$ cat src/rtl/video_text_writer.sv
// Prints a 16-bit value as hex, decimal or a single character into the 64x64 text video memory,
// one character per clock, and drives the memory write port.
module video_text_writer #(
  parameter int unsigned COL_BITS      = 6,
  parameter bit          BLANK_LEADING = 1'b1,
  parameter logic [7:0]  SPACE_CHAR    = 8'h20
) (
  input  logic                  clk,
  input  logic                  reset_p,
  input  logic                  video_reset_done,
  input  logic                  req_valid,
  output logic                  req_ready,
  input  logic [1:0]            req_mode,
  input  logic [5:0]            req_row,
  input  logic [COL_BITS-1:0]   req_col,
  input  logic [15:0]           req_value,
  output logic [COL_BITS+5:0]   w_addr,
  output logic [7:0]            w_data,
  output logic                  w_valid,
  output logic                  done,
  output logic                  busy
);

  typedef enum logic [1:0] {StIdle, StConvert, StWrite, StDone} state_e;

  localparam logic [1:0] ModeHex  = 2'd0;
  localparam logic [1:0] ModeDec  = 2'd1;
  localparam logic [1:0] ModeChar = 2'd2;

  state_e              state_q, state_d;
  logic [1:0]          mode_q, mode_d;
  logic [5:0]          row_q, row_d;
  logic [COL_BITS-1:0] col_q, col_d;
  logic [2:0]          idx_q, idx_d;
  logic [3:0]          cnt_q, cnt_d;
  // {digits[19:0], binary[15:0]}; digits hold 5 BCD digits or {4'h0, hex value}
  logic [35:0]         conv_q, conv_d;
  logic [COL_BITS+5:0] w_addr_q, w_addr_d;
  logic [7:0]          w_data_q, w_data_d;
  logic                w_valid_q, w_valid_d;
  logic                done_q, done_d;

  function automatic logic [35:0] dd_step(input logic [35:0] sr);
    logic [35:0] t;
    t = sr;
    for (int k = 0; k < 5; k++) begin
      if (t[16+4*k +: 4] >= 4'd5) t[16+4*k +: 4] = t[16+4*k +: 4] + 4'd3;
    end
    return t << 1;
  endfunction

  function automatic logic [7:0] char_of(input logic [1:0] m, input logic [19:0] dg,
                                         input logic [2:0] i);
    logic [2:0] pos;
    logic [3:0] nib;
    logic       lead;
    pos = (m == ModeDec) ? i : i + 3'd1;
    case (pos)
      3'd0:    nib = dg[19:16];
      3'd1:    nib = dg[15:12];
      3'd2:    nib = dg[11:8];
      3'd3:    nib = dg[7:4];
      default: nib = dg[3:0];
    endcase
    if (m == ModeChar) return dg[7:0];
    if (m == ModeHex) return (nib < 4'd10) ? 8'h30 + {4'h0, nib} : 8'h37 + {4'h0, nib};
    // Leading blank: every digit up to and including this one is zero
    lead = 1'b1;
    for (int k = 0; k < 4; k++) begin
      if (3'(k) <= i && dg[19-4*k -: 4] != 4'd0) lead = 1'b0;
    end
    if (BLANK_LEADING && i != 3'd4 && lead) return SPACE_CHAR;
    return 8'h30 + {4'h0, nib};
  endfunction

  assign req_ready = (state_q == StIdle) & video_reset_done & ~reset_p;
  assign busy      = ~req_ready;
  assign w_addr    = w_addr_q;
  assign w_data    = w_data_q;
  assign w_valid   = w_valid_q;
  assign done      = done_q;

  always_comb begin
    state_d   = state_q;
    mode_d    = mode_q;
    row_d     = row_q;
    col_d     = col_q;
    idx_d     = idx_q;
    cnt_d     = cnt_q;
    conv_d    = conv_q;
    w_addr_d  = '0;
    w_data_d  = '0;
    w_valid_d = 1'b0;
    done_d    = 1'b0;

    unique case (state_q)
      StIdle: begin
        if (req_valid && req_ready) begin
          mode_d = (req_mode == 2'd3) ? ModeHex : req_mode;
          row_d  = req_row;
          col_d  = req_col;
          idx_d  = '0;
          cnt_d  = '0;
          if (req_mode == ModeDec) begin
            conv_d  = {20'h0, req_value};
            state_d = StConvert;
          end else begin
            conv_d  = {4'h0, req_value, 16'h0};
            state_d = StWrite;
          end
        end
      end
      StConvert: begin
        conv_d = dd_step(conv_q);
        cnt_d  = cnt_q + 4'd1;
        if (cnt_q == 4'd15) state_d = StWrite;
      end
      StWrite: begin
        if ((mode_q == ModeDec  && idx_q == 3'd4) ||
            (mode_q == ModeChar && idx_q == 3'd0) ||
            (mode_q == ModeHex  && idx_q == 3'd3)) begin
          state_d = StDone;
        end else begin
          idx_d = idx_q + 3'd1;
        end
      end
      StDone:  state_d = StIdle;
      default: state_d = StIdle;
    endcase

    if (state_q != StIdle && !video_reset_done) state_d = StIdle;

    // Outputs are registered alongside the state they belong to
    if (state_d == StWrite) begin
      w_valid_d = 1'b1;
      w_addr_d  = {row_d, col_d + COL_BITS'(idx_d)};
      w_data_d  = char_of(mode_d, conv_d[35:16], idx_d);
    end
    done_d = (state_d == StDone);
  end

  always_ff @(posedge clk or posedge reset_p) begin
    if (reset_p) begin
      state_q   <= StIdle;
      mode_q    <= '0;
      row_q     <= '0;
      col_q     <= '0;
      idx_q     <= '0;
      cnt_q     <= '0;
      conv_q    <= '0;
      w_addr_q  <= '0;
      w_data_q  <= '0;
      w_valid_q <= 1'b0;
      done_q    <= 1'b0;
    end else begin
      state_q   <= state_d;
      mode_q    <= mode_d;
      row_q     <= row_d;
      col_q     <= col_d;
      idx_q     <= idx_d;
      cnt_q     <= cnt_d;
      conv_q    <= conv_d;
      w_addr_q  <= w_addr_d;
      w_data_q  <= w_data_d;
      w_valid_q <= w_valid_d;
      done_q    <= done_d;
    end
  end

endmodule

$ cat config.mk
export PLATFORM = sky130hd
export DESIGN_NAME = video_text_writer
export DESIGN_NICKNAME = d
export VERILOG_FILES = /design/src/rtl/video_text_writer.sv
export SDC_FILE = /design/constraint.sdc
export NUM_CORES = 1
export LEC_CHECK = 0
export CAP_MARGIN = 20
export CELL_PAD_IN_SITES_DETAIL_PLACEMENT = 1
export CELL_PAD_IN_SITES_GLOBAL_PLACEMENT = 2
export CORE_ASPECT_RATIO = 1.4
export CORE_MARGIN = 5
export CORE_UTILIZATION = 32
export CTS_BUF_LIST = sky130_fd_sc_hd__clkbuf_8
export DETAILED_ROUTE_END_ITERATION = 10
export PLACE_DENSITY_LB_ADDON = 0.1
export SETUP_SLACK_MARGIN = 0.3
export SYNTH_ARGS = -nofsm -noshare
export SYNTH_HDL_FRONTEND = slang
export SYNTH_SLANG_ARGS = --single-unit
export TNS_END_PERCENT = 5
$ cat constraint.sdc
create_clock -name clk -period 5.1 [get_ports clk]
set_clock_uncertainty 0.2 [all_clocks]
set_input_delay 0.51 -clock clk [delete_from_list [all_inputs] [get_ports clk]]
set_output_delay 0.51 -clock clk [all_outputs]
set_load 0.02 [all_outputs]
Word level (Yosys, flattened, before mapping). Cells that the tools add are included.

Flip-flop bits (word level): 81. Output and inout port bits: 24.

Reductions and logical operators: 25. $add $sub $neg: 11. Bitwise logic cells: 4. Equal/unequal tests: 19. Mux-type cells: 55. Order comparisons: 10.

Operator list (count): $pmux 36 s2 (1); $mux 8 (8); $mux 36 (1); $mux 32 (1); $mux 4 (6); $mux 6 (4); $ge 4x3->1 const B (5); $mux 1 (17); $add 4x2->4 const B (4); $mux 2 (8); $pmux 4 s4 (1); $reduce_bool 4->1 (4); $add 6x4->7 const A (2); $eq 2x2->1 const B (7); $mux 12 (1); $mux 3 (4); $logic_and 1x1->1 (10); $eq 3x2->1 const B (3); $eq 2x1->1 const B (4); $pmux 2 s4 (1); $pmux 4 s2 (1); $add 3x1->3 const B (2); $add 6x3->6 (1); $le 1x3->1 const A (2); other kinds (18) (26).

Longest topological paths before layout.
Depth after elaboration: 24. Gate-level depth with buffers: 19.

Least setup slack after synthesis. No wires, ideal clock.

Path type: register to register. Start point: register idx_q[0]. End point: register w_data_q[2], in the netlist w_data[2]. Period minus slack after synthesis: 4.782 ns. Arrival: 4.440 ns. Setup slack: 0.318 ns. Cell stages (with the launch flop): 18. Data required time: 4.758 ns. Buffers on the path: 2. Path through: dfrtp_1 > ha_1 > ha_1 > nor3b_1 > or4_1 > buf_2 > mux2_2 > ha_1 > nand2b_1 > and4_1 > or3_1 > buf_2 > o22ai_2 > ha_1 > or3b_2 > or2_2 > a211oi_1 > a211oi_1.

Longest elaborated chain between the ends: 24. Elaborated cells on any way between the ends: 55. Classes of those cells: add/sub: 4; order compare: 5; eq/ne: 7; mux: 27; reduce/logical: 12.

Ends and longest elaborated chain: from (decl) (line 34) `logic [2:0] idx_q, idx_d;`; from (signal assigned) (line 160) `idx_q <= idx_d;`; parallel branches: the longest is 4 deep, another holds $add 3x1->3; $mux 3 * (line 119) `if ((mode_q == ModeDec && idx_q == 3'd4) ||`; $pmux 3 s2 * (line 96) `unique case (state_q)`; net idx_d[1] (line 34); parallel branches: the longest is 15 deep, another holds $add 6x4->7; $mux 8 * (line 68) `lead = 1'b1;`; $mux 8 * (line 66) `if (m == ModeHex) return (nib < 4'd10) ? 8'h30 + {4'h0, nib} : 8'h37 + {4'h0, nib};`; $mux 8 * (line 134) `if (state_d == StWrite) begin`; net w_data_d[2] (line 39) `logic [7:0] w_data_q, w_data_d;`; to (signal assigned) (line 164) `w_data_q <= w_data_d;`; to (decl) (line 39).

Mark *: on every way through the listed nets, which the timed path passes. The select of a mux whose other input is x is not followed. A chain may end at the register's enable or synchronous reset.

Final worst setup path.
Start point: register idx_q[0]. End point: register w_data_q[2], in the netlist w_data[2].

Longest elaborated chain between the ends: 24. Elaborated cells on any way between the ends: 55. Classes of those cells: add/sub: 4; order compare: 5; eq/ne: 7; mux: 27; reduce/logical: 12.

Ends and longest elaborated chain (line): parallel branches: the longest is 23 deep, another holds $add 6x4->7; $mux 8 * (134); net w_data_d[2] (39).

Marks and branches as above.

==> results_tabular.tex <==
\begin{tabular}{lr}
\hline
Metric & Value \\
\hline
\multicolumn{2}{l}{\textbf{Run status}} \\
Run status & complete, no violations \\
\multicolumn{2}{l}{\textbf{Worst setup path}} \\
Register-to-register path setup slack & about 0.46 ns \\
Worst path cell trace & buf\_4 > inv\_1 > ha\_1 > and4b\_1 > or4\_4 > mux2\_4 > inv\_1 > ha\_4 > nand2b\_1 > and4\_1 > or3\_4 > o22ai\_4 > ha\_2 > or3b\_4 > or2\_2 > a211oi\_1 > a211oi\_1 \\
Startpoint of the lowest-slack register-to-register path & idx\_q[0]\$\_DFF\_PP0\_ \\
Critical path's largest stage delay & around 0.57 ns \\
Buffering stage count on the worst path with inverters included & 3 \\
Maximum fanout encountered on the critical timing path & 6 \\
Worst EP required & 5.11 ns \\
Critical path origin & idx\_q[0]\$\_DFF\_PP0\_ \\
Critical Path Start Type & flop \\
Critical path type & flop to flop \\
Crit-path slowest cell & sky130\_fd\_sc\_hd\_\_or4\_4 \\
Worst EP arrival & 4.65 ns \\
CP endpoint kind & flop \\
Cell family with the largest share of critical-path delay & simple AND/OR/NAND/NOR gates \\
\multicolumn{2}{l}{\textbf{Placed design}} \\
Number of I/O port buffers & 57 \\
Total half-perimeter wirelength after legalization and detailed placement & 11170 um \\
Area after detailed placement & 0.005519 mm\^{}2 \\
RD Place Congestion & 0.8625 \\
Number of placed instances with taps included & 760 \\
\multicolumn{2}{l}{\textbf{Yosys}} \\
Area share of the leading cell type in the synthesized netlist & $\sim$44\% \\
Share of synthesized registers carrying an async set or reset & 100.0\% \\
Syn Inst Count & around 500 \\
\#FFs+latches synth & 81 \\
Area contributors post-synth & sky130\_fd\_sc\_hd\_\_dfrtp\_1 (44\%), sky130\_fd\_sc\_hd\_\_nand2\_1 (7.8\%), sky130\_fd\_sc\_hd\_\_ha\_1 (5.4\%), sky130\_fd\_sc\_hd\_\_inv\_1 (3.3\%), sky130\_fd\_sc\_hd\_\_a22oi\_1 (2.9\%) \\
Commonest cells in the synthesized netlist & sky130\_fd\_sc\_hd\_\_nand2\_1 (96), sky130\_fd\_sc\_hd\_\_dfrtp\_1 (81), sky130\_fd\_sc\_hd\_\_inv\_1 (40) \\
Most used standard cell by instance count after synthesis & sky130\_fd\_sc\_hd\_\_nand2\_1 \\
Number of nets in the synthesized netlist & 567 \\
Synth Flop Type & sky130\_fd\_sc\_hd\_\_dfrtp\_1 \\
Post-synthesis cell area & 0.004594 mm\^{}2 \\
Mean Syn Cell Area & 8.973 um\^{}2 \\
Unique cell type count in the Yosys netlist & 61 \\
Warning count from the yosys run & 0 \\
Fraction of the yosys area taken by sequential cells & 44.12\% \\
Biggest area consumer among synthesized cells & sky130\_fd\_sc\_hd\_\_dfrtp\_1 \\
EDFF count, synth & 0 \\
\multicolumn{2}{l}{\textbf{Timing}} \\
Final worst-path cycle share & about 91\% \\
Total negative setup slack & 0 ns \\
Slew @ Worst Pin & between 0.9 and 1 ns \\
Normalized max-slew margin & 37.41\% \\
Hold violation total from the final report & 0 \\
FMAX & around 220 MHz \\
Final slew viol count & 0 \\
Tmin final & 4.638 ns \\
Tightest hold margin & 0.2772 ns \\
Number of setup violations in the final report & 0 \\
Setup repair after global routing missed its margin & no \\
\multicolumn{2}{l}{\textbf{CTS}} \\
Insertion delay of the later-clocked pin in the worst-skew pair & 0.36 ns \\
Num CTS Buffers & 9 \\
Cts hold-fix bufs & 0 \\
Number of buffers on the longest clock path & 2 \\
Cell at the root of the clock tree & sky130\_fd\_sc\_hd\_\_clkbuf\_8 \\
Clock-pin slew of the registers on the worst-case setup and hold paths & around 0.090 ns \\
Clock sink count & 81 \\
TritonCTS clock tree & built \\
H-tree levels & 3 \\
\multicolumn{2}{l}{\textbf{Layout}} \\
Final net count & 648 \\
Proportion of layout cells with a drive suffix above 1 & $\sim$13\% \\
Final cell count without fillers & 782 \\
Post-route cell area & a little under 0.006 mm\^{}2 \\
Area added between synthesis and finish & 27.59\% \\
Number of filler instances in the final layout & 1649 \\
Antenna Cells & 0 \\
\multicolumn{2}{l}{\textbf{Floorplanning}} \\
Number of ports placed on the die boundary & 58 \\
Die footprint & 0.01689 mm\^{}2 \\
Floorplan core area & $\sim$0.014 mm\^{}2 \\
Starting density of the core & 32.73\% \\
Die extent in y & 151.8 um \\
Number of cell rows & 51 \\
Die width & between 100 and 150 um \\
\multicolumn{2}{l}{\textbf{Global routing}} \\
First-pass GRT wire length & 24610 um \\
Largest net degree at the start of global routing & 82 \\
Overall track demand over capacity in global routing & 18.48\% \\
Aggregate global routing overflow & 0 \\
Antenna violations before repair & 0 \\
Vias in the first global route & 4587 \\
\multicolumn{2}{l}{\textbf{Job}} \\
Number of maximum-capacitance violations & 0 \\
\multicolumn{2}{l}{\textbf{Power}} \\
PnR Total Power & 3.588 mW \\
Cell leakage power & 2.721 nW \\
Power density cells & between 600 and 700 mW/mm\^{}2 \\
Peak supply drop & around 320 uV \\
\multicolumn{2}{l}{\textbf{Detailed routing}} \\
Pre-Repair DR Iteration Count & 5 \\
Average wire per cell in the routed design & 19.31 um \\
Residual antenna-violating net count after detailed routing & 0 \\
Via total after detailed routing & $\sim$4200 \\
Iteration-0 DRC Markers & 192 \\
Aggregate routed wire length & 15100 um \\
DRC errors left & 0 \\
Vias per cell & about 5.3 \\
\multicolumn{2}{l}{\textbf{Min path}} \\
Startpoint of the most critical hold path & row\_q[1]\$\_DFF\_PP0\_ \\
Classification of the worst-slack hold path & flop to flop \\
\hline
\end{tabular}
layout make-up:
class	count	area [um^2]	area share (%)
clock buffers	10	137.6	2.348
clock inverters	5	32.53	0.5550
inverters	41	155.1	2.647
multi-input cells	369	2432	41.49
flip-flops and latches	81	2027	34.58
well taps	185	231.5	3.949
repair buffers	91	845.8	14.43
report_power, final:
part	switching [mW]	internal (mW)
logic	1.17	0.996
registers	0.161	0.828
clock network	0.250	0.186
registers in the layout, indices dropped and copies added, names as in the netlist:
register and cells:
conv_q 36, w_addr 12, done 1, state_q 2, row_q 6, w_data 8
col_q 6, cnt_q 4, idx_q 3, mode_q 2, w_valid 1
metrics by stage:
step                      setup WS, ns  util, %
final                           0.4621    41.76
after global routing            0.2934    41.76
after CTS                       0.3049    40.84
after global placement          0.1557    39.31
after detailed placement       0.06611    39.31
after floorplan                 0.3179        -
per-layer routing:
layer,track usage [%],wire length [um]
met5,0,0
met4,6.817,437
met3,3.099,378
met2,33.73,7989
met1,21.85,6297
worst paths after layout:
kind                                          to  cells past startpoint
setup / recovery             w_data[2]$_DFF_PP0_                     17
hold / removal                row_q[1]$_DFF_PP0_                      2
max in group asynchronous   conv_q[34]$_DFF_PP0_                      4
hold reg to reg               row_q[1]$_DFF_PP0_                      2
min in group asynchronous  conv_q[1]$_DFFE_PP0P_                      3
setup reg to reg             w_data[2]$_DFF_PP0_                     17
repair_timing:
action | 4_1_cts | 5_1_grt
cloned | 0 | 0
setup endpoints to repair | 1 | 3
resized for setup | 5 | 13
buffers inserted | 2 | 4
pin swaps | 0 | 5
cell usage in the layout (no fill, tap or decap), types with 7 or more instances in the layout:
cell type / netlist / routed
sky130_fd_sc_hd__ha_1: 20 / 18
sky130_fd_sc_hd__buf_4: 0 / 33
sky130_fd_sc_hd__inv_1: 40 / 39
sky130_fd_sc_hd__a21oi_1: 26 / 26
sky130_fd_sc_hd__nand2_1: 96 / 96
sky130_fd_sc_hd__o21ai_0: 26 / 26
sky130_fd_sc_hd__clkbuf_8: 0 / 10
sky130_fd_sc_hd__dfrtp_1: 81 / 81
sky130_fd_sc_hd__o22ai_1: 8 / 7
sky130_fd_sc_hd__nand2b_1: 12 / 12
sky130_fd_sc_hd__nor3_1: 14 / 13
sky130_fd_sc_hd__nand3_1: 10 / 10
sky130_fd_sc_hd__clkdlybuf4s50_1: 0 / 57
sky130_fd_sc_hd__nor2_1: 21 / 20
sky130_fd_sc_hd__a22oi_1: 18 / 18
sky130_fd_sc_hd__xnor2_1: 12 / 12
sky130_fd_sc_hd__nor2b_1: 8 / 8
worst reg2reg max path: stages, from the launching register on:
cell and delay, ns:
sky130_fd_sc_hd__dfrtp_1 0.39, sky130_fd_sc_hd__buf_4 0.13, sky130_fd_sc_hd__inv_1 0.03, sky130_fd_sc_hd__ha_1 0.19
sky130_fd_sc_hd__and4b_1 0.21, sky130_fd_sc_hd__or4_4 0.57, sky130_fd_sc_hd__mux2_4 0.36, sky130_fd_sc_hd__inv_1 0.10
sky130_fd_sc_hd__ha_4 0.21, sky130_fd_sc_hd__nand2b_1 0.15, sky130_fd_sc_hd__and4_1 0.20, sky130_fd_sc_hd__or3_4 0.42
sky130_fd_sc_hd__o22ai_4 0.17, sky130_fd_sc_hd__ha_2 0.21, sky130_fd_sc_hd__or3b_4 0.40, sky130_fd_sc_hd__or2_2 0.28
sky130_fd_sc_hd__a211oi_1 0.21, sky130_fd_sc_hd__a211oi_1 0.08
cells by family after synthesis:
| family | after synthesis | share of synthesized area [%] |
|---|---|---|
| flip-flops | 81 | 44.12 |
| buffers and inverters | 62 | 5.283 |
| XOR/XNOR | 12 | 2.288 |
| AO/OA/AOI/OAI | 131 | 19.85 |
| multiplexers | 8 | 1.825 |
| adder cells (fa/ha/maj) | 21 | 5.882 |
| AND/OR/NAND/NOR | 197 | 20.75 |
No activity file was read; power rests on OpenSTA's default activity.
